==> config.mk <==
export PLATFORM = sky130hd
export DESIGN_NAME = register_file_mp
export DESIGN_NICKNAME = d
export VERILOG_FILES = /design/src/rtl/common_types_pkg.sv /design/src/rtl/register_file_bypass.sv /design/src/rtl/register_file_mp.sv
export SDC_FILE = /design/constraint.sdc
export NUM_CORES = 2
export LEC_CHECK = 0
export CORE_MARGIN = 2
export CORE_UTILIZATION = 40
export DETAILED_ROUTE_END_ITERATION = 7
export DONT_BUFFER_PORTS = 1
export PLACE_DENSITY = 0.58
export SYNTH_ARGS = -nofsm -noshare
export SYNTH_HDL_FRONTEND = slang
export SYNTH_SLANG_ARGS = --single-unit
export TNS_END_PERCENT = 20
==> constraint.sdc <==
create_clock -name clk -period 9.2 [get_ports clk]
set_input_delay 1.84 -clock clk [delete_from_list [all_inputs] [get_ports clk]]
set_output_delay 1.84 -clock clk [all_outputs]
set_load 0.005 [all_outputs]
==> src/rtl/common_types_pkg.sv <==
// Types shared across the core datapath: the default 32-bit word and the
// 5-bit architectural register select.
package common_types_pkg;

  typedef logic [31:0] word_t;
  typedef logic [4:0]  regsel_t;

  localparam regsel_t REG_ZERO = '0;

endpackage

==> src/rtl/register_file_bypass.sv <==
// One read port of the register file: selects between the stored value and a
// same-cycle writeback, and reports whether the register still awaits a producer.
module register_file_bypass
  import common_types_pkg::*;
#(
  parameter int WIDTH = 32,
  parameter int NREGS = 32,
  parameter int NWR   = 1,
  localparam int AW   = $clog2(NREGS)
) (
  input  logic [AW-1:0]        rsel,
  input  logic [WIDTH-1:0]     stored,
  input  logic                 pend,
  input  logic [NWR-1:0]       wen,
  input  logic [NWR*AW-1:0]    wsel,
  input  logic [NWR*WIDTH-1:0] wdat,
  output logic [WIDTH-1:0]     rdat,
  output logic                 rpend
);

  logic             hit;
  logic [WIDTH-1:0] byp;

  // Later ports overwrite earlier matches, so the highest-index writer wins.
  always_comb begin
    hit = 1'b0;
    byp = '0;
    for (int j = 0; j < NWR; j++) begin
      if (wen[j] && (wsel[j*AW +: AW] == rsel)) begin
        hit = 1'b1;
        byp = wdat[j*WIDTH +: WIDTH];
      end
    end
  end

  always_comb begin
    rdat  = '0;
    rpend = 1'b0;
    if (rsel != '0) begin
      rdat  = hit ? byp : stored;
      rpend = pend & ~hit;
    end
  end

endmodule

==> src/rtl/register_file_mp.sv <==
// Multi-port integer register file with write-to-read bypass and a per-register
// pending scoreboard used by issue/hazard logic. Register 0 is hardwired to zero.
module register_file_mp
  import common_types_pkg::*;
#(
  parameter int WIDTH = 32,
  parameter int NREGS = 32,
  parameter int NRD   = 2,
  parameter int NWR   = 1,
  localparam int AW   = $clog2(NREGS)
) (
  input  logic                 clk,
  input  logic                 nrst,
  input  logic [NRD*AW-1:0]    rsel,
  output logic [NRD*WIDTH-1:0] rdat,
  output logic [NRD-1:0]       rpend,
  input  logic [NWR-1:0]       wen,
  input  logic [NWR*AW-1:0]    wsel,
  input  logic [NWR*WIDTH-1:0] wdat,
  input  logic                 iss_en,
  input  logic [AW-1:0]        iss_sel,
  input  logic                 flush,
  output logic [AW:0]          npend
);

  logic [WIDTH-1:0] mem [NREGS];
  logic [NREGS-1:0] pend;
  logic [NREGS-1:0] pend_nxt;
  logic [NREGS-1:0] whit;
  logic [WIDTH-1:0] wval [NREGS];
  logic [AW:0]      npend_nxt;

  function automatic logic [AW:0] popcount(input logic [NREGS-1:0] v);
    logic [AW:0] c;
    c = '0;
    for (int r = 0; r < NREGS; r++) begin
      c = c + {{AW{1'b0}}, v[r]};
    end
    return c;
  endfunction

  // Per-register write decode; ascending port order gives the highest port priority.
  always_comb begin
    whit = '0;
    for (int r = 0; r < NREGS; r++) begin
      wval[r] = '0;
    end
    for (int j = 0; j < NWR; j++) begin
      if (wen[j] && (wsel[j*AW +: AW] != '0)) begin
        whit[wsel[j*AW +: AW]] = 1'b1;
        wval[wsel[j*AW +: AW]] = wdat[j*WIDTH +: WIDTH];
      end
    end
  end

  // Writeback clears, a fresh issue re-claims, flush wipes everything.
  always_comb begin
    pend_nxt = pend & ~whit;
    if (iss_en && (iss_sel != '0)) begin
      pend_nxt[iss_sel] = 1'b1;
    end
    if (flush) begin
      pend_nxt = '0;
    end
    pend_nxt[0] = 1'b0;
    npend_nxt   = popcount(pend_nxt);
  end

  always_ff @(posedge clk or negedge nrst) begin
    if (!nrst) begin
      for (int r = 0; r < NREGS; r++) begin
        mem[r] <= '0;
      end
      pend  <= '0;
      npend <= '0;
    end else begin
      for (int r = 1; r < NREGS; r++) begin
        if (whit[r]) begin
          mem[r] <= wval[r];
        end
      end
      pend  <= pend_nxt;
      npend <= npend_nxt;
    end
  end

  for (genvar i = 0; i < NRD; i++) begin : g_rd
    logic [AW-1:0] s;
    assign s = rsel[i*AW +: AW];

    register_file_bypass #(
      .WIDTH (WIDTH),
      .NREGS (NREGS),
      .NWR   (NWR)
    ) u_byp (
      .rsel   (s),
      .stored (mem[s]),
      .pend   (pend[s]),
      .wen    (wen),
      .wsel   (wsel),
      .wdat   (wdat),
      .rdat   (rdat[i*WIDTH +: WIDTH]),
      .rpend  (rpend[i])
    );
  end

endmodule

==> results.py <==
metrics = {
    "logic_synthesis": {
        "synth_most_common_cell": "mux2_2",
        "yosysTopAreaCell": "dfrtp_1",
        "ys_types": 78,
        "netlist_area_um2": 57000,
        "synthTopCellsByArea": "dfrtp_1 (45%), mux2_2 (21%), mux4_2 (16%)",
        "syn-mean-instance-area_um2": 14.3,
        "syn-instance-count": 4002,
        "synth_top_area_frac": 0.451,
        "synth_nets": 4089,
        "synth_seq_cells": 1029,
        "synth_common_cells": "mux2_2 (1077), dfrtp_1 (1029), mux4_2 (394)",
        "synth_flop_cell": "dfrtp_1",
        "synth_edf_count": 0,
        "ys_warn_count": 32,
        "synth-async-reset-ratio": 1.00,
        "synth.yosys.seq_area_share": 0.451,
    },
    "global_routing": {
        "grt_max_degree": 1030,
        "grt_pass1_wl_mm": 294,
        "globalRoute.totalOverflow": 0,
        "antenna_found_initial": 5,
        "grt_use_total": 0.281,
        "grt_pass1_vias": 38500,
    },
    "cts": {
        "cts_buffers": 111,
        "postCtsSetupBuffers": 0,
        "clkTransAtPathRegs_ps": 60,
        "cts_tree": "yes",
        "cts_root_buffer": "clkbuf_16",
        "clockBufferDepth": 3,
        "cts_num_sinks": 1029,
        "htree_levels": 3,
        "clkLatencyLatePin_ps": 740,
        "postCtsHoldBufs": 0,
        "ctsResizeCount": 0,
    },
    "placement": {
        "place_hpwl_mm": 107,
        "placed_area_um2": 58000,
        "portBuffers": 0,
        "place.gp.congestion": 0.860,
    },
    "floorplan": {
        "dieArea_um2": 146000,
        "core_area_um2": 142000,
        "die_x_um": 382,
        "dieHeight_um": 382,
        "io_pins": 129,
        "initial_core_util": 0.403,
        "num_rows": 138,
    },
    "critical_path": {
        "ff2ff_path_depth": 20,
        "cp-start-kind": "primary input",
        "path_max_fanout": 33,
        "cp.arrival_ps": 7640,
        "r2r_slack_ps": 4000,
        "cp.required_ps": 9860,
        "end_kind": "flip-flop",
        "r2r-end": "npend[4]",
        "crit-reg2reg-launch": "pend[28]",
        "crit_type": "in -> reg",
    },
    "detailed_routing": {
        "wl_per_cell_um": 36.0,
        "drt-initial-drc-count": 4371,
        "routed_via_density": 6.67,
        "drc": 0,
        "via_count": 38300,
        "drtAntennaViolNets": 0,
        "wirelength_mm": 206,
        "firstDrtPassIters": 6,
    },
    "sta": {
        "fmax_mhz": 143,
        "grt_setup_unrepaired": "false",
        "relSlewSlack": -0.174,
        "setup_tns_ps": 0,
        "setup_violations": 0,
        "finalMaxSlewViolations": 216,
        "tightest_slew_ps": 1760,
        "fin_crit_sh": 0.759,
        "finalClockSkew_ps": 9.29,
        "final_hold_viol_count": 0,
        "period_minus_slack_ps": 6980,
    },
    "min_path": {
        "hold_class": "reg -> reg",
        "hold_end": "mem[918]",
        "hp-start": "mem[918]",
        "min_path_cells": 1,
    },
    "layout": {
        "layout-drive-gt1-share": 0.461,
        "nets": 3842,
        "fill_cells": 12900,
        "postLayoutCoreUtil": 0.437,
        "final_cell_area_um2": 61900,
        "syn_to_final_growth_pct": 8.45,
    },
    "outcome": {
        "run_status": "complete, but fails checks",
        "failed_checks": "slew limit",
    },
    "power": {
        "p_leak_nw": 26.4,
        "power_density_nw_per_um2": 212,
        "vdd_ir_drop_max_uv": 157,
    },
    "flow_run": {
        "drv_cap": 0,
    },
}
==> per-stage QoR <==
step                      hold slack, ps  worst slack, ps  instances  total power [mW]
after global placement               499             1510       5527              8.35
after global routing                 529             1990       5734              13.7
final                                522             2220       5737              13.1
after CTS                            522             2290       5729              13.1
after detailed placement             509             1490       5527              8.43
after floorplan                      488             1820       4002              7.94
==> how the worst max path moves through the flow <==
stage	startpoint	to	slack, ps
after global placement	wsel[0]	npend[4]	1510
after floorplan	wsel[0]	npend[4]	1820
after global routing	wsel[0]	npend[4]	1990
after detailed placement	wsel[0]	npend[4]	1490
after CTS	wsel[0]	npend[4]	2290
final	wsel[0]	npend[4]	2220
==> cells by family (layout without fill, tap and decap cells) <==
group | count (synthesis) | count (layout) | synth area share
AOI/OAI and AO/OA | 478 | 478 | 0.0633
muxes | 1652 | 1652 | 0.405
DFF | 1029 | 1029 | 0.451
other | 0 | 3 | 0
xor gates and xnor gates | 13 | 13 | 0.00200
and+or+nand+nor | 331 | 331 | 0.0278
adders and majority gates | 30 | 30 | 0.00961
buffers and inverters | 469 | 311 | 0.0413
==> state kept, by name, indices dropped and copies added, names as in the netlist <==
signal,flops
npend,6
pend,31
mem,992
==> critical path, cell delays in order <==
cell and delay (ps):
nor3b_1 680, nand2_4 40, buf_4 470, a32oi_1 320
nor2_1 100, fa_1 500, inv_1 50, fa_1 500
fa_1 430, fa_1 510, fa_1 430, fa_1 480
inv_1 50, fa_1 390, inv_1 100, fa_1 210
inv_1 50, a21o_1 170, a21oi_1 170, xnor2_1 130
==> layout make-up <==
class | instances | area, um2 | share of cell area
diodes | 3 | 7.51 | 0.000121
clock buffers | 166 | 3320 | 0.0537
clock inverters | 36 | 408 | 0.00659
inverters | 43 | 161 | 0.00261
multi-input cells | 2504 | 29200 | 0.473
flip-flops and latches | 1029 | 25700 | 0.416
well taps | 1890 | 2360 | 0.0382
repair buffers | 66 | 621 | 0.0100
==> routing by layer <==
metal | vias up | part of all wire | GRT usage
li1 | 15000 | - | -
met1 | 21000 | 0.43 | 0.406
met2 | 1920 | 0.44 | 0.411
met3 | 369 | 0.098 | 0.0740
met4 | 2 | 0.033 | 0.0895
met5 | - | 0.000063 | 0
==> cells in the final DEF, fill, tap and decap left out, types with 47 or more instances in the layout <==
cell,Yosys,final
a221oi_1,73,73
nor2_1,89,70
mux4_2,394,394
buf_4,36,59
nand2_1,95,80
a21oi_1,59,58
mux2_2,1077,1077
o21ai_0,47,47
clkbuf_16,0,115
a22oi_1,79,79
dfrtp_1,1029,1029
mux2i_1,163,163
==> power by group <==
part | leakage (nW) | switching, mW | internal, mW
clock | 1.83 | 1.95 | 2.70
combinational | 11.4 | 0.946 | 1.54
sequential | 13.2 | 0.613 | 5.39
total | 26.4 | 3.51 | 9.63
Note: power is estimated with default switching activity, not from simulation.
